File: config.mk
export PLATFORM = sky130hd
export DESIGN_NAME = sonar_scheduler
export DESIGN_NICKNAME = d
export VERILOG_FILES = /design/src/rtl/sonar_pkg.sv /design/src/rtl/sonar_scheduler_echo_sync.sv /design/src/rtl/sonar_scheduler.sv
export SDC_FILE = /design/constraint.sdc
export NUM_CORES = 1
export LEC_CHECK = 0
export ABC_AREA = 0
export CORE_ASPECT_RATIO = 1.2
export CORE_MARGIN = 5
export CORE_UTILIZATION = 43
export CTS_CLUSTER_DIAMETER = 50
export DETAILED_ROUTE_END_ITERATION = 6
export PLACE_DENSITY = 0.66
export SLEW_MARGIN = 20
export SYNTH_ARGS = -nofsm -noshare
export SYNTH_HDL_FRONTEND = slang
export SYNTH_SLANG_ARGS = --single-unit
File: constraint.sdc
create_clock -name clk -period 2.3 [get_ports clk]
set_clock_uncertainty 0.05 [all_clocks]
set_input_delay 0.46 -clock clk [delete_from_list [all_inputs] [get_ports clk]]
set_output_delay 0.46 -clock clk [all_outputs]
set_load 0.01 [all_outputs]
File: src/rtl/sonar_pkg.sv
// Shared types and default timing for the sonar ranging scheduler.
package sonar_pkg;

  typedef enum logic [2:0] {
    S_IDLE,
    S_TRIG,
    S_WAIT_RISE,
    S_MEASURE,
    S_HOLDOFF
  } state_t;

  localparam int CLK_HZ              = 100_000_000;
  localparam int DEF_TRIG_CYCLES     = 1000;
  localparam int DEF_RISE_TIMEOUT    = 100_000;
  localparam int DEF_MAX_ECHO        = 3_800_000;
  localparam int DEF_HOLDOFF_CYCLES  = 6_000_000;
  localparam int DEF_CRASH_THRESH    = 294_117;

  function automatic int max_int(input int a, input int b);
    return (a > b) ? a : b;
  endfunction

endpackage

File: src/rtl/sonar_scheduler_echo_sync.sv
// Two-flop synchronizer for the asynchronous echo lines.
module echo_sync #(
  parameter int N = 3
) (
  input  logic         clk,
  input  logic         rst_n,
  input  logic [N-1:0] i_echo,
  output logic [N-1:0] o_echo_s
);

  logic [N-1:0] r_meta;
  logic [N-1:0] r_sync;

  always_ff @(posedge clk or negedge rst_n) begin
    if (!rst_n) begin
      r_meta <= '0;
      r_sync <= '0;
    end else begin
      r_meta <= i_echo;
      r_sync <= r_meta;
    end
  end

  assign o_echo_s = r_sync;

endmodule

File: src/rtl/sonar_scheduler.sv
// Round-robin ultrasonic ranging scheduler: one ping at a time, echo width
// measurement, timeout detection and latched per-sensor crash flags.
module sonar_scheduler
  import sonar_pkg::*;
#(
  parameter int NUM_SENSORS    = 3,
  parameter int DIST_W         = 22,
  parameter int TRIG_CYCLES    = DEF_TRIG_CYCLES,
  parameter int RISE_TIMEOUT   = DEF_RISE_TIMEOUT,
  parameter int MAX_ECHO       = DEF_MAX_ECHO,
  parameter int HOLDOFF_CYCLES = DEF_HOLDOFF_CYCLES,
  parameter int CRASH_THRESH   = DEF_CRASH_THRESH,
  localparam int SEL_W         = (NUM_SENSORS > 1) ? $clog2(NUM_SENSORS) : 1
) (
  input  logic                   clk,
  input  logic                   rst_n,
  input  logic                   enable,
  input  logic [NUM_SENSORS-1:0] echo,
  output logic [NUM_SENSORS-1:0] trigger,
  output logic                   dist_valid,
  output logic [SEL_W-1:0]       dist_id,
  output logic [DIST_W-1:0]      dist_cycles,
  output logic                   dist_timeout,
  output logic [NUM_SENSORS-1:0] is_crash,
  output logic                   is_crash_any
);

  // The default holdoff does not fit in DIST_W bits, so the shared counter
  // widens as needed; results only ever use the low DIST_W bits.
  localparam int CNT_W = max_int(DIST_W, max_int($clog2(HOLDOFF_CYCLES + 1),
                         max_int($clog2(RISE_TIMEOUT + 1), $clog2(TRIG_CYCLES + 1))));

  localparam logic [CNT_W-1:0] TRIG_LAST = CNT_W'(TRIG_CYCLES - 1);
  localparam logic [CNT_W-1:0] RISE_LAST = CNT_W'(RISE_TIMEOUT - 1);
  localparam logic [CNT_W-1:0] ECHO_LIM  = CNT_W'(MAX_ECHO);
  localparam logic [CNT_W-1:0] HOLD_LAST = CNT_W'(HOLDOFF_CYCLES - 1);
  localparam logic [CNT_W-1:0] CRASH_LIM = CNT_W'(CRASH_THRESH);
  localparam logic [SEL_W-1:0] SEL_LAST  = SEL_W'(NUM_SENSORS - 1);

  state_t                 r_state;
  logic [SEL_W-1:0]       r_sel;
  logic [CNT_W-1:0]       r_cnt;
  logic [NUM_SENSORS-1:0] r_trigger;
  logic                   r_valid;
  logic                   r_timeout;
  logic [SEL_W-1:0]       r_id;
  logic [DIST_W-1:0]      r_cycles;
  logic [NUM_SENSORS-1:0] r_crash;

  logic [NUM_SENSORS-1:0] w_echo_s;
  logic [NUM_SENSORS-1:0] w_sel_oh;
  logic                   w_echo;

  echo_sync #(.N(NUM_SENSORS)) u_sync (
    .clk      (clk),
    .rst_n    (rst_n),
    .i_echo   (echo),
    .o_echo_s (w_echo_s)
  );

  always_comb begin
    w_sel_oh = '0;
    for (int i = 0; i < NUM_SENSORS; i++) w_sel_oh[i] = (r_sel == SEL_W'(i));
  end

  // Only the selected sensor's echo is ever observed.
  assign w_echo = |(w_echo_s & w_sel_oh);

  always_ff @(posedge clk or negedge rst_n) begin
    if (!rst_n) begin
      r_state   <= S_IDLE;
      r_sel     <= '0;
      r_cnt     <= '0;
      r_trigger <= '0;
      r_valid   <= 1'b0;
      r_timeout <= 1'b0;
      r_id      <= '0;
      r_cycles  <= '0;
      r_crash   <= '0;
    end else begin
      r_valid   <= 1'b0;
      r_timeout <= 1'b0;
      case (r_state)
        S_IDLE: begin
          if (enable) begin
            r_state   <= S_TRIG;
            r_trigger <= w_sel_oh;
            r_cnt     <= '0;
          end
        end
        S_TRIG: begin
          if (r_cnt == TRIG_LAST) begin
            r_state   <= S_WAIT_RISE;
            r_trigger <= '0;
            r_cnt     <= '0;
          end else begin
            r_cnt <= r_cnt + CNT_W'(1);
          end
        end
        S_WAIT_RISE: begin
          // A line already high counts as a rise; MEASURE then bounds it.
          if (w_echo) begin
            r_state <= S_MEASURE;
            r_cnt   <= CNT_W'(1);
          end else if (r_cnt == RISE_LAST) begin
            r_state   <= S_HOLDOFF;
            r_cnt     <= '0;
            r_valid   <= 1'b1;
            r_timeout <= 1'b1;
            r_id      <= r_sel;
            r_cycles  <= '0;
            r_crash   <= r_crash & ~w_sel_oh;
          end else begin
            r_cnt <= r_cnt + CNT_W'(1);
          end
        end
        S_MEASURE: begin
          if (!w_echo) begin
            r_state  <= S_HOLDOFF;
            r_cnt    <= '0;
            r_valid  <= 1'b1;
            r_id     <= r_sel;
            r_cycles <= r_cnt[DIST_W-1:0];
            r_crash  <= (r_crash & ~w_sel_oh) | ((r_cnt <= CRASH_LIM) ? w_sel_oh : '0);
          end else if (r_cnt == ECHO_LIM) begin
            r_state   <= S_HOLDOFF;
            r_cnt     <= '0;
            r_valid   <= 1'b1;
            r_timeout <= 1'b1;
            r_id      <= r_sel;
            r_cycles  <= '0;
            r_crash   <= r_crash & ~w_sel_oh;
          end else begin
            r_cnt <= r_cnt + CNT_W'(1);
          end
        end
        S_HOLDOFF: begin
          if (r_cnt == HOLD_LAST) begin
            r_state <= S_IDLE;
            r_cnt   <= '0;
            r_sel   <= (r_sel == SEL_LAST) ? '0 : r_sel + SEL_W'(1);
          end else begin
            r_cnt <= r_cnt + CNT_W'(1);
          end
        end
        default: begin
          r_state   <= S_IDLE;
          r_cnt     <= '0;
          r_trigger <= '0;
        end
      endcase
    end
  end

  assign trigger      = r_trigger;
  assign dist_valid   = r_valid;
  assign dist_id      = r_id;
  assign dist_cycles  = r_cycles;
  assign dist_timeout = r_timeout;
  assign is_crash     = r_crash;
  assign is_crash_any = |r_crash;

endmodule
==> results_dict.tcl, run 1 <==
set metrics [dict create \
    synth_edf_count 0 \
    finalPower_mw 4.00 \
    start_util_pct 44.1 \
    period_share_pct 101 \
    hold_viol 0 \
    arrival_ns 2.50 \
    grt_overflow 0 \
    grt.busiest_layer "met2" \
    maxCapViolations 0 \
    dieArea_um2 9730 \
    ys.flop_type "dfrtp_1" \
    antenna_found_initial 0 \
    grt_use_met3_pct 4.07 \
    worst_pin_slew_ns 0.764 \
    p_leak_nw 2.04 \
    place_ws_ns -0.245 \
    violations "setup timing" \
    rows 35 \
    path_class "reg -> reg" \
    synth.area.top_cells "dfrtp_1 49%, a22o_1 6.0%, nand2_1 3.9%, nor2_1 3.9%, nor4_2 1.9%" \
    synth_seq_cells 66 \
    track_usage_pct 18.4 \
    hpwl_um 6110 \
    syn_area_um2 3380 \
    avgSynthCellArea_um2 10.1 \
    fin_nets 437 \
    use_met2_pct 31.3 \
    finalWeightedCongestion 0.864 \
    hold_slack_ns 0.0768 \
    dp.cells 499 \
    cts_root_buf "clkbuf_8" \
    drv_slew 0 \
    area_delta_synth_final_pct 36.2 \
    num_antenna_cells 0 \
    grt_use_met1_pct 22.6 \
    io_buffers 38 \
    status "complete, but fails checks" \
    required_ns 2.48 \
    fp.dieH_um 107 \
    die_w_um 90.9 \
    vdd_drop_max_uv 616 \
    finalSetupViolations 3 \
    fin_tns_setup_ns -0.0419 \
    grt_max_degree 67 \
    slew-limit-headroom_pct 48.8 \
    powerDensity_nw_per_um2 869 \
    clock.fmax_mhz 431 \
    ys_seq_area_share_pct 48.9 \
    clk-insertion-delay-late_ns 0.34 \
    critPathCaptureType "flip-flop" \
    drcViolationCount 0 \
    wl_per_cell_um 16.5 \
    critPathMaxFanout 4 \
    grt_pass1_vias 2844 \
    cp-start-kind "flip-flop" \
    ant_nets 0 \
    clockBufferDepth 2 \
    totalWireLength_um 8640 \
    vias 2876 \
    cts.sinks 66 \
    grt_pass1_wl_um 14200 \
    io_pins 39 \
    setup_ws_ns -0.0177 \
    min_period_ns 2.32 \
    htreeDepth 3 \
    rsz0062_at_grt "yes" \
    yosys.area.top_type_share_pct 48.9 \
    clk_pin_slew_worst_paths_ns 0.07 \
    syn_nets 342 \
    dr.pass1.iters 4 \
    viasPerCell 5.49 \
    cts_buffers 9 \
    drive_gt1_share_pct 27.3 \
    synthArstFlopShare_pct 100 \
    final_cells 524 \
    synthCells 333 \
    coreArea_um2 7660 \
    yosys_warnings 0 \
    initialDrtViolationCount 182 \
    ys_types 65 \
    cts_tree "built" \
    synth_top_cell_by_area "dfrtp_1" \
    hold_path_class "in -> async" \
]
[synth_stat cells (3+ instances only)]
cell / n
buf_2: 10
o211ai_1: 5
nand4_1: 3
nor3_1: 8
a21oi_1: 3
nand3b_1: 4
nand2_1: 35
nand2b_1: 5
o22ai_1: 4
or3_1: 4
dfrtp_1: 66
nand3_1: 10
o21ai_1: 8
ha_1: 3
buf_6: 3
nor2_1: 35
o21ai_0: 7
xnor2_1: 7
xor2_1: 6
a22o_1: 23
nor4_2: 5
nand4b_1: 5
nor2b_1: 4
clkbuf_1: 6
inv_1: 12
[state kept, by name, indices dropped and copies added (netlist names), named ones only]
name and cells:
dist_cycles 22, dist_id 2, r_state 3, r_cnt 23, dist_timeout 1, dist_valid 1
u_sync.r_meta 3, u_sync.o_echo_s 3, trigger 3, r_sel 2
[per-stage QoR]
step,utilization [%],cell area [um2]
floorplan,-,3380
CTS,57.5,4400
detailed placement,54.9,4210
finish,60.0,4600
global placement,54.9,4210
global route,60.0,4600
[where the power goes]
part	switching [mW]	internal, mW	total (mW)
combinational	0.788	0.767	1.55
sequential	0.173	1.31	1.48
clock	0.440	0.520	0.960
[worst max-delay path, stage by stage (launching register included)]
cell and delay [ns]:
dfrtp_1 0.39, buf_6 0.14, nand2_4 0.05, or4_4 0.52, nor4_4 0.40, buf_4 0.21
nand3_1 0.14, mux2_2 0.31
[timing repair]
item | in CTS | in global routing
pin swaps | 0 | 9
gates resized for setup | 1 | 24
endpoints found under the setup margin | 2 | 49
hold buffers | 0 | 0
setup buffers | 0 | 10
[layout make-up]
cell class	count	area, um2
Fill cell	625	3070
Multi-Input combinational cell	233	1670
Sequential cell	66	1650
Timing Repair Buffer	105	915
Clock buffer	10	138
Tap cell	92	115
Clock inverter	5	55.1
Inverter	13	48.8
[path summary, 6_finish.rpt]
kind                       depth (start not counted)                       start                      endpoint  slack, ns
setup / recovery                                   7       r_cnt[16]$_DFFE_PN0P_          r_sel[0]$_DFFE_PN0P_      -0.02
hold / removal                                     2                       rst_n    dist_cycles[0]$_DFFE_PN0P_       0.08
setup reg to reg                                   7       r_cnt[16]$_DFFE_PN0P_          r_sel[0]$_DFFE_PN0P_      -0.02
hold reg to reg                                    0  u_sync.r_meta[0]$_DFF_PN0_  u_sync.o_echo_s[0]$_DFF_PN0_       0.30
max in group asynchronous                          2                       rst_n         r_cnt[21]$_DFFE_PN0P_       1.84
min in group clk                                   0  u_sync.r_meta[0]$_DFF_PN0_  u_sync.o_echo_s[0]$_DFF_PN0_       0.30
[metal layers]
| layer | share of wire (%) | vias to the layer above |
|---|---|---|
| met5 | 0 | - |
| met4 | 2.2 | 0 |
| met3 | 4.3 | 16 |
| met2 | 52 | 73 |
| met1 | 42 | 1401 |
| li1 | - | 1386 |
[cell families after synthesis]
kind of cell	after synthesis	share of synthesized area (%)
buffers and inverters	34	5.04
XOR/XNOR	13	3.37
AO/OA/AOI/OAI	71	16.0
adder cells (fa/ha/maj)	3	1.11
AND/OR/NAND/NOR	141	24.0
flip-flops	66	48.9
multiplexers	5	1.63
[cell usage in the layout (no fill, tap or decap), types with 7 or more instances in the layout]
master / n
nand2_1: 34
clkbuf_8: 10
xnor2_1: 7
buf_4: 62
nor2_1: 34
clkdlybuf4s50_1: 37
nand3_1: 10
inv_1: 12
a22o_1: 23
o21ai_1: 8
dfrtp_1: 64
Power figures use the tool's default switching activity.
==> run 2: changes to the inputs <==
Settings changed: CORE_MARGIN 5 to default, PLACE_DENSITY 0.66 to 0.67, SLEW_MARGIN 20 to default, SYNTH_HIERARCHICAL from default to 1.
==> run 2 against run 1 <==
Compared with the run above: the run now ends clean; register-to-register slack better by 0.04 ns; sequential power hardly changed; largest cell class is now flip-flops and latches; hold slack better by 0.011 ns; core utilization is 0.89 points lower; synthesized cell count is 5.1% lower; sequential cell count stayed put; wire length is 5.5% lower; highest routed layer unchanged; area after synthesis is 3.2% lower; clock-buffer cell count is 2 higher; global-route usage is 3.8 points higher.
==> results_dict.tcl, run 2 <==
set metrics [dict create \
    ys_seq_area_share_pct 50.5 \
    place_area_um2 4000 \
    io_pins 39 \
    powerDensity_nw_per_um2 939 \
    setup_ws_ns 0.0198 \
    r2r-end "r_cnt[8]$_DFFE_PN0P_" \
    ant_nets 0 \
    avgSynthCellArea_um2 10.3 \
    multi_input_area_um2 1570 \
    synth_top_family_by_area "simple AND/OR/NAND/NOR gates" \
    reg2reg_setup_slack_ns 0.02 \
    seq_area_um2 1660 \
    largest_register_ffs 23 \
    fin_area_um2 4330 \
    critical_path_depth 7 \
    grt_pass1_vias 2754 \
    grt_max_degree 67 \
    io_buffers 38 \
    min_period_ns 2.28 \
    grt_overflow 0 \
    place_ws_ns 0.00305 \
    wl_per_cell_um 16.7 \
    crit_buf_inv 1 \
    yosys.area.top_type_share_pct 50.5 \
    synth_seq_cells 66 \
    grt_use_met3_pct 4.04 \
    clock.fmax_mhz 439 \
    path_cells "nor4b_1 > nand4_1 > o31ai_4 > nand4_1 > buf_6 > a21o_1 > a22o_1" \
    cts_root_buf "clkbuf_8" \
    coreArea_um2 7320 \
    synthCells 316 \
    drcViolationCount 0 \
    path_class "reg -> reg" \
    synth_top_cell_by_area "dfrtp_1" \
    final_common_cell "dfrtp_1" \
    required_ns 2.47 \
    synth-adder-area-share_pct 1.15 \
    arrival_ns 2.45 \
    finalWeightedCongestion 0.919 \
    syn_nets 325 \
    final_cells 488 \
    synthArstFlopShare_pct 100 \
    initialDrtViolationCount 133 \
    synthMostInstantiatedCell "dfrtp_1" \
    viasPerCell 5.72 \
    fin_tns_setup_ns 0 \
    fillers 650 \
    totalWireLength_um 8170 \
    r2r_start "r_cnt[21]$_DFFE_PN0P_" \
    rows 34 \
    synth_xor_area_share_pct 2.68 \
    syn_area_um2 3270 \
    area_delta_synth_final_pct 32.3 \
    dp.cells 467 \
    maxCapViolations 0 \
    cts_tree "built" \
    worst_pin_slew_ns 0.531 \
    yosys_warnings 6 \
    drv_slew 0 \
    cts.sinks 66 \
    dr.pass1.iters 4 \
    top_register "r_cnt" \
    ys_types 55 \
    synth_edf_count 0 \
    status "finished, final reports clean" \
    vias 2793 \
    period_share_pct 99.1 \
    clk-insertion-delay-late_ns 0.34 \
    num_antenna_cells 0 \
    ff2ff_path_depth 7 \
    crit_top_cell "nand4_1" \
    synth_compound_area_share_pct 18.3 \
    grt.busiest_layer "met2" \
    synth.area.top_cells "dfrtp_1 51%, a22o_1 7.2%, nor2_1 3.3%, nand3_1 2.8%, nand2_1 2.5%" \
    cp-start-kind "flip-flop" \
    finalSetupViolations 0 \
    slew-limit-headroom_pct 64.3 \
    clk_pin_slew_worst_paths_ns 0.06 \
    hold_path_class "in -> async" \
    cp-startpoint "r_cnt[21]$_DFFE_PN0P_" \
    cp_slowest_cell "dfrtp_2" \
    die_w_um 81.6 \
    ys.flop_type "dfrtp_1" \
    grt_use_met1_pct 27.0 \
    critPathCaptureType "flip-flop" \
    clockBufferDepth 2 \
    start_util_pct 44.7 \
    yosys.area_share.simple_pct 21.5 \
    vdd_drop_max_uv 583 \
    antenna_found_initial 0 \
    rsz0062_at_grt "yes" \
    cts_buffers 9 \
    critPathMaxFanout 7 \
    mostFrequentLayoutCells "62 x dfrtp_1, 43 x buf_4, 37 x clkdlybuf4s50_1" \
    netlist_top_cells_count "66 x dfrtp_1, 29 x nor2_1, 27 x a22o_1" \
    dieArea_um2 7960 \
    slowest_delay_ns 0.45 \
    use_met2_pct 37.1 \
    finalPower_mw 4.06 \
    p_leak_nw 1.90 \
    hold_viol 0 \
    htreeDepth 3 \
    fp.dieH_um 97.5 \
    track_usage_pct 22.1 \
    grt_pass1_wl_um 13300 \
    fin_nets 403 \
    hpwl_um 5830 \
    drive_gt1_share_pct 24.6 \
    endpoint "r_cnt[8]$_DFFE_PN0P_" \
    muxShareOfSynthArea_pct 1.68 \
    cpLargestDelayFamily "simple AND/OR/NAND/NOR gates" \
]
==> run 2: worst min-delay path by stage <==
stage | slack (ns) | endpoint | startpoint
after floorplan | 0.11 | asynchronous set/reset pin | rst_n
after global placement | 0.28 | u_sync/o_echo_s[1]$_DFF_PN0_ | u_sync/r_meta[1]$_DFF_PN0_
after detailed placement | 0.30 | u_sync/o_echo_s[1]$_DFF_PN0_ | u_sync/r_meta[1]$_DFF_PN0_
after CTS | 0.09 | r_cnt[6]$_DFFE_PN0P_ | rst_n
after global routing | 0.11 | r_cnt[18]$_DFFE_PN0P_ | rst_n
final | 0.09 | dist_valid$_DFF_PN0_ | rst_n
==> run 2: repair_timing <==
item / 4_1_cts / 5_1_grt
hold buffers: 0 / 0
pin swaps: 0 / 15
buffers inserted: 0 / 5
resized for setup: 1 / 23
setup endpoints to repair: 3 / 23
gates cloned: 0 / 1
==> run 2: final cells by class <==
cell class              count  share of cell area [%]
flip-flops and latches     66                    38.3
multi-input cells         224                    36.3
repair buffers             87                    18.0
clock buffers              12                    3.36
well taps                  90                    2.60
clock inverters             3                   0.926
inverters                   6                   0.521
==> run 2: kinds of logic after synthesis <==
kind of cell	count (synthesis)
flops	66
simple gates	126
buf+inv	26
xor+xnor	10
fa+ha+maj	3
mux	5
compound gates	80
==> run 2: per-layer routing <==
metal	vias up	routed length, um
li1	1326	-
met1	1381	3540
met2	63	4110
met3	23	262
met4	0	244
met5	-	0
==> run 2: metrics by stage <==
step           hold WS [ns]  util, %
6_report             0.0879     59.1
5_1_grt               0.114     59.1
4_1_cts              0.0934     57.2
3_5_place_dp          0.296     54.7
3_3_place_gp          0.282     54.7
2_1_floorplan         0.114        -
==> run 2: power breakdown <==
group | leakage, nW | internal, mW | switching (mW)
Clock | 0.0962 | 0.521 | 0.413
Sequential | 0.876 | 1.32 | 0.188
Combinational | 0.931 | 0.798 | 0.823
Total | 1.90 | 2.64 | 1.42
==> run 2: worst reg2reg max path: cells and delay by family, from the launching register on <==
kind	cells	cell delay, ns
flops	1	0.45
buf+inv	1	0.21
compound gates	3	0.67
simple gates	3	0.79
